<file path="config.mk">
export PLATFORM = sky130hd
export DESIGN_NAME = skein_nonce_scheduler_flat
export DESIGN_NICKNAME = d
export VERILOG_FILES = /design/src/rtl/skein_pkg.sv /design/src/rtl/skein_nonce_scheduler_if.sv /design/src/rtl/skein_tag_delay.sv /design/src/rtl/skein_nonce_scheduler.sv /design/src/flat_wrapper.sv
export SDC_FILE = /design/constraint.sdc
export NUM_CORES = 2
export LEC_CHECK = 0
export ABC_AREA = 0
export CAP_MARGIN = 5
export CORE_AREA = 2 2 753 755
export DETAILED_ROUTE_END_ITERATION = 10
export DIE_AREA = 0 0 755 757
export SLEW_MARGIN = 20
export SYNTH_ARGS = -nofsm -noshare
export SYNTH_HDL_FRONTEND = slang
export SYNTH_SLANG_ARGS = --single-unit
</file>
<file path="constraint.sdc">
create_clock -name clk -period 7.8 [get_ports clk]
set_input_delay 1.56 -clock clk [delete_from_list [all_inputs] [get_ports clk]]
set_output_delay 1.56 -clock clk [all_outputs]
set_load 0.005 [all_outputs]
</file>
<file path="src/rtl/skein_pkg.sv">
// Shared types and widths for the skein512 nonce scheduler.
// Latency: n/a (declarations only).
// Backpressure: n/a.
package skein_pkg;

  localparam int MIDSTATE_W  = 512;
  localparam int DATA_W      = 96;
  localparam int NONCE_W     = 32;
  localparam int TARGET_W    = 64;
  localparam int HASH_W      = 512;
  localparam int LATENCY_DEF = 80;

  typedef enum logic [1:0] {
    ST_IDLE  = 2'd0,
    ST_RUN   = 2'd1,
    ST_DRAIN = 2'd2,
    ST_DONE  = 2'd3
  } state_e;

  // Job fields held for the whole job after accept.
  typedef struct packed {
    logic [MIDSTATE_W-1:0] midstate;
    logic [DATA_W-1:0]     data;
    logic [NONCE_W-1:0]    nonce_end;
    logic [TARGET_W-1:0]   target;
  } job_t;

  // Difficulty test: the top 64 hash bits compared unsigned against the target.
  function automatic logic is_hit(input logic [TARGET_W-1:0] hash_top,
                                  input logic [TARGET_W-1:0] target);
    return hash_top <= target;
  endfunction

endpackage

</file>
<file path="src/rtl/skein_nonce_scheduler_if.sv">
// Job, core and result signals of the nonce scheduler bundled as one port.
// Latency: n/a (wires only).
// Backpressure: job_valid/job_ready and res_valid/res_ready handshakes.
interface skein_nonce_scheduler_if;
  import skein_pkg::*;

  logic                  job_valid;
  logic                  job_ready;
  logic [MIDSTATE_W-1:0] job_midstate;
  logic [DATA_W-1:0]     job_data;
  logic [NONCE_W-1:0]    job_nonce_start;
  logic [NONCE_W-1:0]    job_nonce_end;
  logic [TARGET_W-1:0]   job_target;
  logic                  abort;
  logic [MIDSTATE_W-1:0] midstate;
  logic [DATA_W-1:0]     data;
  logic [NONCE_W-1:0]    nonce;
  logic [HASH_W-1:0]     hash;
  logic                  res_valid;
  logic                  res_ready;
  logic                  res_found;
  logic [NONCE_W-1:0]    res_nonce;
  logic                  busy;

  // Scheduler side.
  modport slave (
    input  job_valid, job_midstate, job_data, job_nonce_start, job_nonce_end,
           job_target, abort, hash, res_ready,
    output job_ready, midstate, data, nonce, res_valid, res_found, res_nonce, busy
  );

  // Job source / core / result sink side.
  modport master (
    output job_valid, job_midstate, job_data, job_nonce_start, job_nonce_end,
           job_target, abort, hash, res_ready,
    input  job_ready, midstate, data, nonce, res_valid, res_found, res_nonce, busy
  );

endinterface

</file>
<file path="src/rtl/skein_tag_delay.sv">
// Tag delay line: issue bit + nonce, aligned with the skein512 core latency.
// Latency: DEPTH cycles from i_* to o_*.
// Backpressure: none; shifts every cycle.
module skein_tag_delay
  import skein_pkg::*;
#(
  parameter int DEPTH = LATENCY_DEF
) (
  input  logic               clk,
  input  logic               rst,
  input  logic               i_vld,
  input  logic [NONCE_W-1:0] i_nonce,
  output logic               o_vld,
  output logic [NONCE_W-1:0] o_nonce
);

  logic [DEPTH-1:0]   r_vld;
  logic [NONCE_W-1:0] r_tag [DEPTH];

  // Valid chain: cleared on reset so nothing stale is ever scored.
  always_ff @(posedge clk) begin
    if (rst) begin
      r_vld <= '0;
    end else begin
      r_vld[0] <= i_vld;
      for (int i = 1; i < DEPTH; i++) r_vld[i] <= r_vld[i-1];
    end
  end

  // Nonce tags: meaningless without their valid bit, so no reset needed.
  always_ff @(posedge clk) begin
    r_tag[0] <= i_nonce;
    for (int i = 1; i < DEPTH; i++) r_tag[i] <= r_tag[i-1];
  end

  assign o_vld   = r_vld[DEPTH-1];
  assign o_nonce = r_tag[DEPTH-1];

endmodule

</file>
<file path="src/rtl/skein_nonce_scheduler.sv">
// Walks a nonce range into a skein512 core and reports the first hash <= target.
// Latency: hit flag captured LATENCY+1 cycles after the nonce is issued.
// Backpressure: job_ready only in IDLE; result held in DONE until res_ready.
module skein_nonce_scheduler
  import skein_pkg::*;
#(
  parameter int LATENCY = LATENCY_DEF
) (
  input logic                    clk,
  input logic                    rst,
  skein_nonce_scheduler_if.slave io
);

  // In-flight count never exceeds LATENCY (one per delay-line stage).
  localparam int CNT_W = $clog2(LATENCY + 1);

  state_e             r_state;
  state_e             w_state_nxt;
  job_t               r_job;
  logic [NONCE_W-1:0] r_cnt;
  logic               r_found;
  logic               r_aborted;
  logic [NONCE_W-1:0] r_res_nonce;
  logic [CNT_W-1:0]   r_inflight;
  logic [CNT_W-1:0]   w_inflight_nxt;

  logic               w_accept;
  logic               w_issue;
  logic               w_last;
  logic               w_hit;
  logic               w_active;
  logic               w_tag_vld;
  logic [NONCE_W-1:0] w_tag_nonce;
  logic               w_job_ready;
  logic               w_res_valid;
  logic               w_busy;

  skein_tag_delay #(.DEPTH(LATENCY)) u_tag_delay (
    .clk     (clk),
    .rst     (rst),
    .i_vld   (w_issue),
    .i_nonce (r_cnt),
    .o_vld   (w_tag_vld),
    .o_nonce (w_tag_nonce)
  );

  assign w_active       = (r_state == ST_RUN) || (r_state == ST_DRAIN);
  assign w_accept       = (r_state == ST_IDLE) && io.job_valid;
  // Abort suppresses the issue in its own cycle.
  assign w_issue        = (r_state == ST_RUN) && !io.abort;
  // Equality only: a range with end < start wraps through 0xFFFFFFFF.
  assign w_last         = (r_cnt == r_job.nonce_end);
  // Only the first hit counts; abort in the same cycle discards it.
  assign w_hit          = w_active && w_tag_vld && !r_found && !r_aborted && !io.abort &&
                          is_hit(io.hash[HASH_W-1 -: TARGET_W], r_job.target);
  assign w_inflight_nxt = r_inflight + CNT_W'(w_issue) - CNT_W'(w_tag_vld);

  // State register.
  always_ff @(posedge clk) begin
    if (rst) r_state <= ST_IDLE;
    else     r_state <= w_state_nxt;
  end

  // Next state and handshake outputs.
  always_comb begin
    w_state_nxt = r_state;
    w_job_ready = 1'b0;
    w_res_valid = 1'b0;
    w_busy      = 1'b1;
    unique case (r_state)
      ST_IDLE: begin
        w_job_ready = 1'b1;
        w_busy      = 1'b0;
        if (io.job_valid) w_state_nxt = ST_RUN;
      end
      ST_RUN: begin
        if (io.abort || w_hit || w_last) w_state_nxt = ST_DRAIN;
      end
      ST_DRAIN: begin
        if (w_inflight_nxt == '0)
          w_state_nxt = (r_aborted || io.abort) ? ST_IDLE : ST_DONE;
      end
      ST_DONE: begin
        w_res_valid = 1'b1;
        if (io.res_ready) w_state_nxt = ST_IDLE;
      end
      default: w_state_nxt = ST_IDLE;
    endcase
  end

  // Job latch, nonce counter, in-flight count and result capture.
  always_ff @(posedge clk) begin
    if (rst) begin
      r_job       <= '0;
      r_cnt       <= '0;
      r_found     <= 1'b0;
      r_aborted   <= 1'b0;
      r_res_nonce <= '0;
      r_inflight  <= '0;
    end else begin
      r_inflight <= w_inflight_nxt;
      if (w_accept) begin
        r_job <= '{midstate:  io.job_midstate,
                   data:      io.job_data,
                   nonce_end: io.job_nonce_end,
                   target:    io.job_target};
        r_cnt       <= io.job_nonce_start;
        r_found     <= 1'b0;
        r_aborted   <= 1'b0;
        r_res_nonce <= '0;
      end else begin
        if (w_issue) r_cnt <= r_cnt + NONCE_W'(1);
        if (w_hit) begin
          r_found     <= 1'b1;
          r_res_nonce <= w_tag_nonce;
        end
        if (io.abort && w_active) r_aborted <= 1'b1;
      end
    end
  end

  assign io.job_ready = w_job_ready;
  assign io.res_valid = w_res_valid;
  assign io.busy      = w_busy;
  assign io.midstate  = r_job.midstate;
  assign io.data      = r_job.data;
  assign io.nonce     = r_cnt;
  assign io.res_found = r_found;
  assign io.res_nonce = r_res_nonce;

endmodule

</file>
<file path="src/flat_wrapper.sv">
// flat-port wrapper written by rule: the top's interface ports become plain ports
module skein_nonce_scheduler_flat import skein_pkg::*;
#(
  parameter int LATENCY = LATENCY_DEF
)
  (clk, rst, io_job_valid, io_job_midstate, io_job_data, io_job_nonce_start, io_job_nonce_end, io_job_target, io_abort, io_hash, io_res_ready, io_job_ready, io_midstate, io_data, io_nonce, io_res_valid, io_res_found, io_res_nonce, io_busy);
  skein_nonce_scheduler_if io_i ();
  input logic clk;
  input logic rst;
  input wire logic [$bits(io_i.job_valid)-1:0] io_job_valid;
  input wire logic [$bits(io_i.job_midstate)-1:0] io_job_midstate;
  input wire logic [$bits(io_i.job_data)-1:0] io_job_data;
  input wire logic [$bits(io_i.job_nonce_start)-1:0] io_job_nonce_start;
  input wire logic [$bits(io_i.job_nonce_end)-1:0] io_job_nonce_end;
  input wire logic [$bits(io_i.job_target)-1:0] io_job_target;
  input wire logic [$bits(io_i.abort)-1:0] io_abort;
  input wire logic [$bits(io_i.hash)-1:0] io_hash;
  input wire logic [$bits(io_i.res_ready)-1:0] io_res_ready;
  output wire logic [$bits(io_i.job_ready)-1:0] io_job_ready;
  output wire logic [$bits(io_i.midstate)-1:0] io_midstate;
  output wire logic [$bits(io_i.data)-1:0] io_data;
  output wire logic [$bits(io_i.nonce)-1:0] io_nonce;
  output wire logic [$bits(io_i.res_valid)-1:0] io_res_valid;
  output wire logic [$bits(io_i.res_found)-1:0] io_res_found;
  output wire logic [$bits(io_i.res_nonce)-1:0] io_res_nonce;
  output wire logic [$bits(io_i.busy)-1:0] io_busy;
  assign io_i.job_valid = io_job_valid;
  assign io_i.job_midstate = io_job_midstate;
  assign io_i.job_data = io_job_data;
  assign io_i.job_nonce_start = io_job_nonce_start;
  assign io_i.job_nonce_end = io_job_nonce_end;
  assign io_i.job_target = io_job_target;
  assign io_i.abort = io_abort;
  assign io_i.hash = io_hash;
  assign io_i.res_ready = io_res_ready;
  assign io_job_ready = io_i.job_ready;
  assign io_midstate = io_i.midstate;
  assign io_data = io_i.data;
  assign io_nonce = io_i.nonce;
  assign io_res_valid = io_i.res_valid;
  assign io_res_found = io_i.res_found;
  assign io_res_nonce = io_i.res_nonce;
  assign io_busy = io_i.busy;
  skein_nonce_scheduler #(.LATENCY(LATENCY)) u_core (.clk(clk), .rst(rst), .io(io_i));
endmodule
</file>
== Word level (Yosys, flattened, before mapping) ==
Memory sizes are Yosys's and may differ from the RTL's. A register that Yosys moved wholly into a read port is not among the register bits.
Index checks and enable logic that the tools add are counted.
Widths: inputs -> output; s select.
Word-level totals
  input bits: 1253
  bits in registers: 827
  RAM bits: 2560
  output and inout port bits: 676
  memories: 1
  logic and storage cells: 54
Operators by class
  magnitude comparators: 1
  add/subtract/negate cells: 3
  reductions and logical operators: 20
  eq/ne operators: 8
  multiplexer cells: 11
Memory list
  u_core.u_tag_delay.r_tag: depth 80, bits a word 32, rd ports 80, clocked after memory_dff 1, wr ports 80, RTL line skein_tag_delay.sv:18  | logic [NONCE_W-1:0] r_tag [DEPTH];
Operators by type and width (count)
  $le 64x64->1: 1
  $mux 32: 2
  $add 32x1->32 const B: 1
  $eq 32x32->1: 1
  $mux 2: 5
  $logic_and 1x1->1: 8
  $ne 2x2->1 const B: 4
  $pmux 2 s4: 1
  $add 7x1->7: 1
  $logic_not 7->1: 1
  $sub 7x1->7: 1
  $eq 2x2->1 const B: 2
  $logic_or 1x1->1: 4
  $reduce_and 4->1: 1
  $logic_not 1->1: 3
  $mux 1: 3
  $eq 2x1->1 const B: 1
  $logic_not 2->1: 1
  $reduce_bool 2->1: 1
  $reduce_or 2->1: 1

== Depth between registers and ports, before layout ==
  word-level depth: 11
  gate-level depth with buffers: 15
  mapped depth without buffers: 14

== By module ==
From an unflattened synthesis, not the netlist that was laid out.
Unflattened totals
  cells, all modules: 7085
  area total of the unflattened synthesis: 87546.5 um2
Modules (own cells, without submodules)
  skein_tag_delay: area an instance 53631.4 um2, seq. area each 52850.7 um2, instances 1, cells an instance 2760
  skein_nonce_scheduler: area an instance 33915.0 um2, seq. area each 15595.0 um2, instances 1, cells an instance 4325

== Worst setup path before layout ==
OpenSTA, ideal clock, no wires.
  kind: in2reg
  start point: input io_abort
  end point: register u_core.r_state[1]
  buffers on the path: 1
  stages: 13
  data required time: 7.740 ns
  library setup time: 0.060 ns
  arrival time: 3.990 ns
  slack: 3.751 ns
  cells stage by stage: nor2b_1 > buf_1 > ha_1 > inv_1 > fa_1 > nor2b_1 > o21ai_0 > a21o_1 > a211oi_1 > nand4_1 > and2_1 > o31ai_1 > o311a_1
On the way
  cells in the longest elaborated chain, start to end: 7
  elaborated cells on any way between the ends: 16
  those cells by class: add/sub (2); eq/ne (2); mux (3); reduce/logical (9)
Ends and longest elaborated chain
  start: declaration: RTL line flat_wrapper.sv:16  | input wire logic [$bits(io_i.abort)-1:0] io_abort;
  $logic_not 1->1: RTL line skein_nonce_scheduler.sv:50  | assign w_issue = (r_state == ST_RUN) && !io.abort;
  $logic_and 1x1->1: RTL line skein_nonce_scheduler.sv:50
  net u_core.u_tag_delay.i_vld: RTL line skein_tag_delay.sv:11  | input logic i_vld,
  $add 7x1->7: RTL line skein_nonce_scheduler.sv:56  | assign w_inflight_nxt = r_inflight + CNT_W'(w_issue) - CNT_W'(w_tag_vld);
  $sub 7x1->7: RTL line skein_nonce_scheduler.sv:56
  $logic_not 7->1: RTL line skein_nonce_scheduler.sv:80  | if (w_inflight_nxt == '0)
  $ne 2x2->1 (no source line)
  $reduce_and 4->1 (no source line)
  end signal: assignment: RTL line skein_nonce_scheduler.sv:61  | else r_state <= w_state_nxt;
  end: declaration: RTL line skein_nonce_scheduler.sv:17  | state_e r_state;
The timed path passes the listed nets, and every way through them passes these cells. The select of a mux whose other input is x is not followed.
A chain may end at the register's enable or synchronous reset.

== Worst setup path after layout ==
  start point: input io_hash[507]
  end point: register u_core.r_res_nonce[7], in the netlist u_core.io.res_nonce[7] (read register of u_core.u_tag_delay.r_tag)
On the way
  cells in the longest elaborated chain, start to end: 2
Ends and longest elaborated chain
  start: declaration: RTL line flat_wrapper.sv:17  | input wire logic [$bits(io_i.hash)-1:0] io_hash;
  $le 64x64->1: RTL line skein_pkg.sv:31  | return hash_top <= target;
  $logic_and 1x1->1: RTL line skein_nonce_scheduler.sv:54  | assign w_hit = w_active && w_tag_vld && !r_found && !r_aborted && !io.abort &&
  end: declaration: RTL line skein_nonce_scheduler.sv:23  | logic [NONCE_W-1:0] r_res_nonce;
Every way passes these cells.

==> qor.csv <==
stage;metric;value;unit
worst_setup_path;Critical Path AT;5.22;ns
power_and_ir_drop;VDD IR max;0.229;mV
final_layout;Final Util;21.2;%
final_layout;share of layout cells above drive strength 1;8.09;%
die;die width;755;um
worst_setup_path;Crit path largest cell delay;0.68;ns
power_and_ir_drop;combinational power share;12.7;%
clocking;Root Buffer;clkbuf_16;
timing;RSZ-0062 raised after global routing;no;
routing;Starting DRT DRC Count;2950;
global_route;largest net degree at the start of global routing;162;
final_layout;fin cells;15935;
logic_synthesis;syn avg cell area;12.4;um2
timing;Worst Skew;0.100;ns
min_path;Hold Path Class;reg2reg;
power_and_ir_drop;switch share;26.6;%
global_route;grt total ovfl;0;
clocking;CTS resizes;0;
power_and_ir_drop;internal power;0.0328;W
timing;Tcrit/Tclk final;56.7;%
final_layout;post-layout net count;9412;
worst_setup_path;Critical Path End Type;flip-flop;
global_route;initial antenna violation count;241;
routing;first drt pass iteration count;5;
global_route;GRT Util Overall;12.4;%
placement;worst slack at placement;2.38;ns
worst_setup_path;CP Class;in2reg;
logic_synthesis;Post-synth top flop;dfxtp_1;
clocking;Clock Latency Late Sink;0.99;ns
clocking;CTS clk-pin slew, worst paths;0.06;ns
logic_synthesis;share of Yosys cell area claimed by the top area cell type;78.4;%
worst_setup_path;Critical Path RT;8.60;ns
routing;# DRC;0;
timing;Final Setup Violations;0;
timing;Final Slew Violations;0;
timing;Worst Tran Pin Value;1.36;ns
routing;Final ANT Viol Nets;0;
logic_synthesis;Synth Cell Area;87300;um2
worst_setup_path;crit-path max FO;22;
clocking;htree depth;5;
final_layout;Multi-input gate area;12900;um2
die;Starting Density;15.5;%
placement;placed insts;15218;
final_layout;Sequential Area;68400;um2
worst_setup_path;Critical Path Source Type;primary input;
power_and_ir_drop;NetSw;0.0119;W
worst_setup_path;Crit-path slowest cell;o21bai_4;
clocking;CTS max path bufs;4;
die;die area;572000;um2
logic_synthesis;asr flop ratio synth;0;%
status;status;finished clean;
die;core box area;563000;um2
routing;detailed-route via count;48863;
final_layout;P&R area growth vs syn;36.8;%
power_and_ir_drop;Reg power frac;46.9;%
timing;Hold Violations, Final;0;
routing;via/cell ratio;3.07;
power_and_ir_drop;PwrDens;374;nW/um2
timing;post-route minimum period;4.42;ns
timing;fmax;226;MHz
die;Die Span Y;757;um
clocking;clock tree from TritonCTS;yes;
placement;Port Buffers;1480;
power_and_ir_drop;clock share of power;40.4;%
logic_synthesis;cell count after synthesis;7062;
logic_synthesis;yosys synthesis warning count;0;
global_route;first-pass GRT wire length;464;mm
worst_setup_path;ordered cell list for the critical path;clkdlybuf4s50_1 > ha_1 > nand4_1 > nor4_2 > buf_4 > nand4_1 > a31oi_1 > nor4_2 > o21bai_4 > buf_4 > mux2i_1 > nor2_1;
timing;Slew headroom;9.54;%
routing;Total Wirelength;369;mm
global_route;vias in the first global route;46750;
logic_synthesis;EDFF count, synth;0;
die;# rows;276;
final_layout;FILL cells;60179;
power_and_ir_drop;P_leak;44.6;nW
job;number of max-cap violations;0;
timing;setup TNS;0;ns
placement;Final GP Congestion;0.857;
logic_synthesis;syn_nets;8392;
logic_synthesis;#FFs+latches synth;3419;
logic_synthesis;synth top area cells;dfxtp_1 78%, nand2_1 6.2%, buf_4 5.2%, a21oi_1 4.2%, ha_1 1.1%;
clocking;Num CTS Buffers;368;
placement;HPWL Detailed;297;mm
logic_synthesis;sequential area share after synthesis;78.4;%
clocking;CTS Sinks;3419;
die;Top Ports;1929;
clocking;buffers inserted by post-CTS timing repair;0;
clocking;CTS Hold Buffers Added;0;
routing;drt wl/cell;23.1;um
logic_synthesis;area leader, netlist;dfxtp_1;
logic_synthesis;post-synth cell types;48;
timing;Worst Setup Slack, final;3.38;ns
-- worst max-delay path: cells and delay by family --
kind            cells  cell delay (ns)
buf+inv             3             1.11
compound gates      2             1.01
simple gates        5             0.89
fa+ha+maj           1             0.33
mux                 1             0.24
-- metrics by stage --
step	total power [W]	area, um2	hold WS [ns]
after floorplan	0.0237	87300	0.310
after global placement	0.0271	106000	0.310
after detailed placement	0.0272	106000	0.312
after global routing	0.0468	119000	0.259
final	0.0447	119000	0.256
after CTS	0.0456	119000	0.248
-- power groups by stage --
stage | combinational (W) | clock (W) | sequential [W]
floorplan | 0.00267 | 0 | 0.0210
detailed placement | 0.00584 | 0 | 0.0213
global route | 0.00609 | 0.0195 | 0.0212
global placement | 0.00583 | 0 | 0.0213
CTS | 0.00586 | 0.0188 | 0.0210
finish | 0.00567 | 0.0181 | 0.0209
-- sequential cells by signal, summed over array words and instances, names as in the netlist --
signal,flops
u_core.u_tag_delay.r_tag,2560
u_core.io.midstate,512
u_core.io.data,96
u_core.r_job,96
u_core.u_tag_delay.r_vld,80
u_core.io.nonce,32
u_core.io.res_nonce,32
u_core.r_inflight,7
u_core.r_state,2
u_core.io.res_found,1
u_core.r_aborted,1
-- layout make-up --
| class | instances | share of cell area, % |
|---|---|---|
| flip-flops and latches | 3419 | 57.3 |
| repair buffers | 1524 | 12.8 |
| clock buffers | 480 | 8.68 |
| inverters | 88 | 0.277 |
| clock inverters | 187 | 2.10 |
| diodes | 50 | 0.105 |
| multi-input cells | 2681 | 10.8 |
| well taps | 7506 | 7.87 |
-- cell usage after synthesis, drive strengths merged (7+ instances only) --
| master | count |
|---|---|
| mux2i | 33 |
| nand3 | 16 |
| buf | 624 |
| a21oi | 743 |
| nor2b | 84 |
| and2 | 8 |
| xor2 | 27 |
| ha | 76 |
| inv | 88 |
| nor2 | 75 |
| nand2 | 1444 |
| nand4 | 30 |
| dfxtp | 3419 |
| a21o | 7 |
| a211oi | 27 |
| xnor2 | 36 |
| clkbuf | 250 |
| o21ai | 25 |
-- worst paths after layout --
check	start	depth (start not counted)	slack, ns	endpoint
setup reg to reg	u_core.r_job[47]	11	3.81	u_core.io.res_nonce[7]
hold reg to reg	u_core.u_tag_delay.r_tag[29][2]	0	0.26	u_core.u_tag_delay.r_tag[30][2]
setup / recovery	io_hash[507]	12	3.38	u_core.io.res_nonce[7]
hold / removal	u_core.u_tag_delay.r_tag[29][2]	0	0.26	u_core.u_tag_delay.r_tag[30][2]
-- cell families after synthesis --
| group | Yosys count | synth area share, % |
|---|---|---|
| buffers and inverters | 962 | 6.82 |
| muxes | 33 | 0.378 |
| adders and majority gates | 77 | 1.11 |
| AOI/OAI and AO/OA | 823 | 4.90 |
| and+or+nand+nor | 1685 | 7.73 |
| DFF | 3419 | 78.4 |
| xor gates and xnor gates | 63 | 0.632 |
-- cell usage in the layout, fill, tap and decap left out, drive strengths merged, types with 27 or more instances in the layout --
master and count:
ha 76, nand2 1444, clkinv 114, nand4 30
nor2b 84, a21oi 743, clkbuf 480, bufinv 35
dfxtp 3419, a211oi 27, xnor2 36, mux2i 33
buf 46, diode 50, clkdlybuf4s50 1478, inv 102
nor2 75, xor2 27
-- layer usage --
layer  share of wire [%]  wire (um)  global-route usage [%]
met4                 3.7      13800                    4.16
met3                  12      45200                    7.03
met5                0.21        790                       0
met2                  46     171000                    20.6
met1                  37     138000                    13.1
Note: power is estimated with default switching activity, not from simulation.
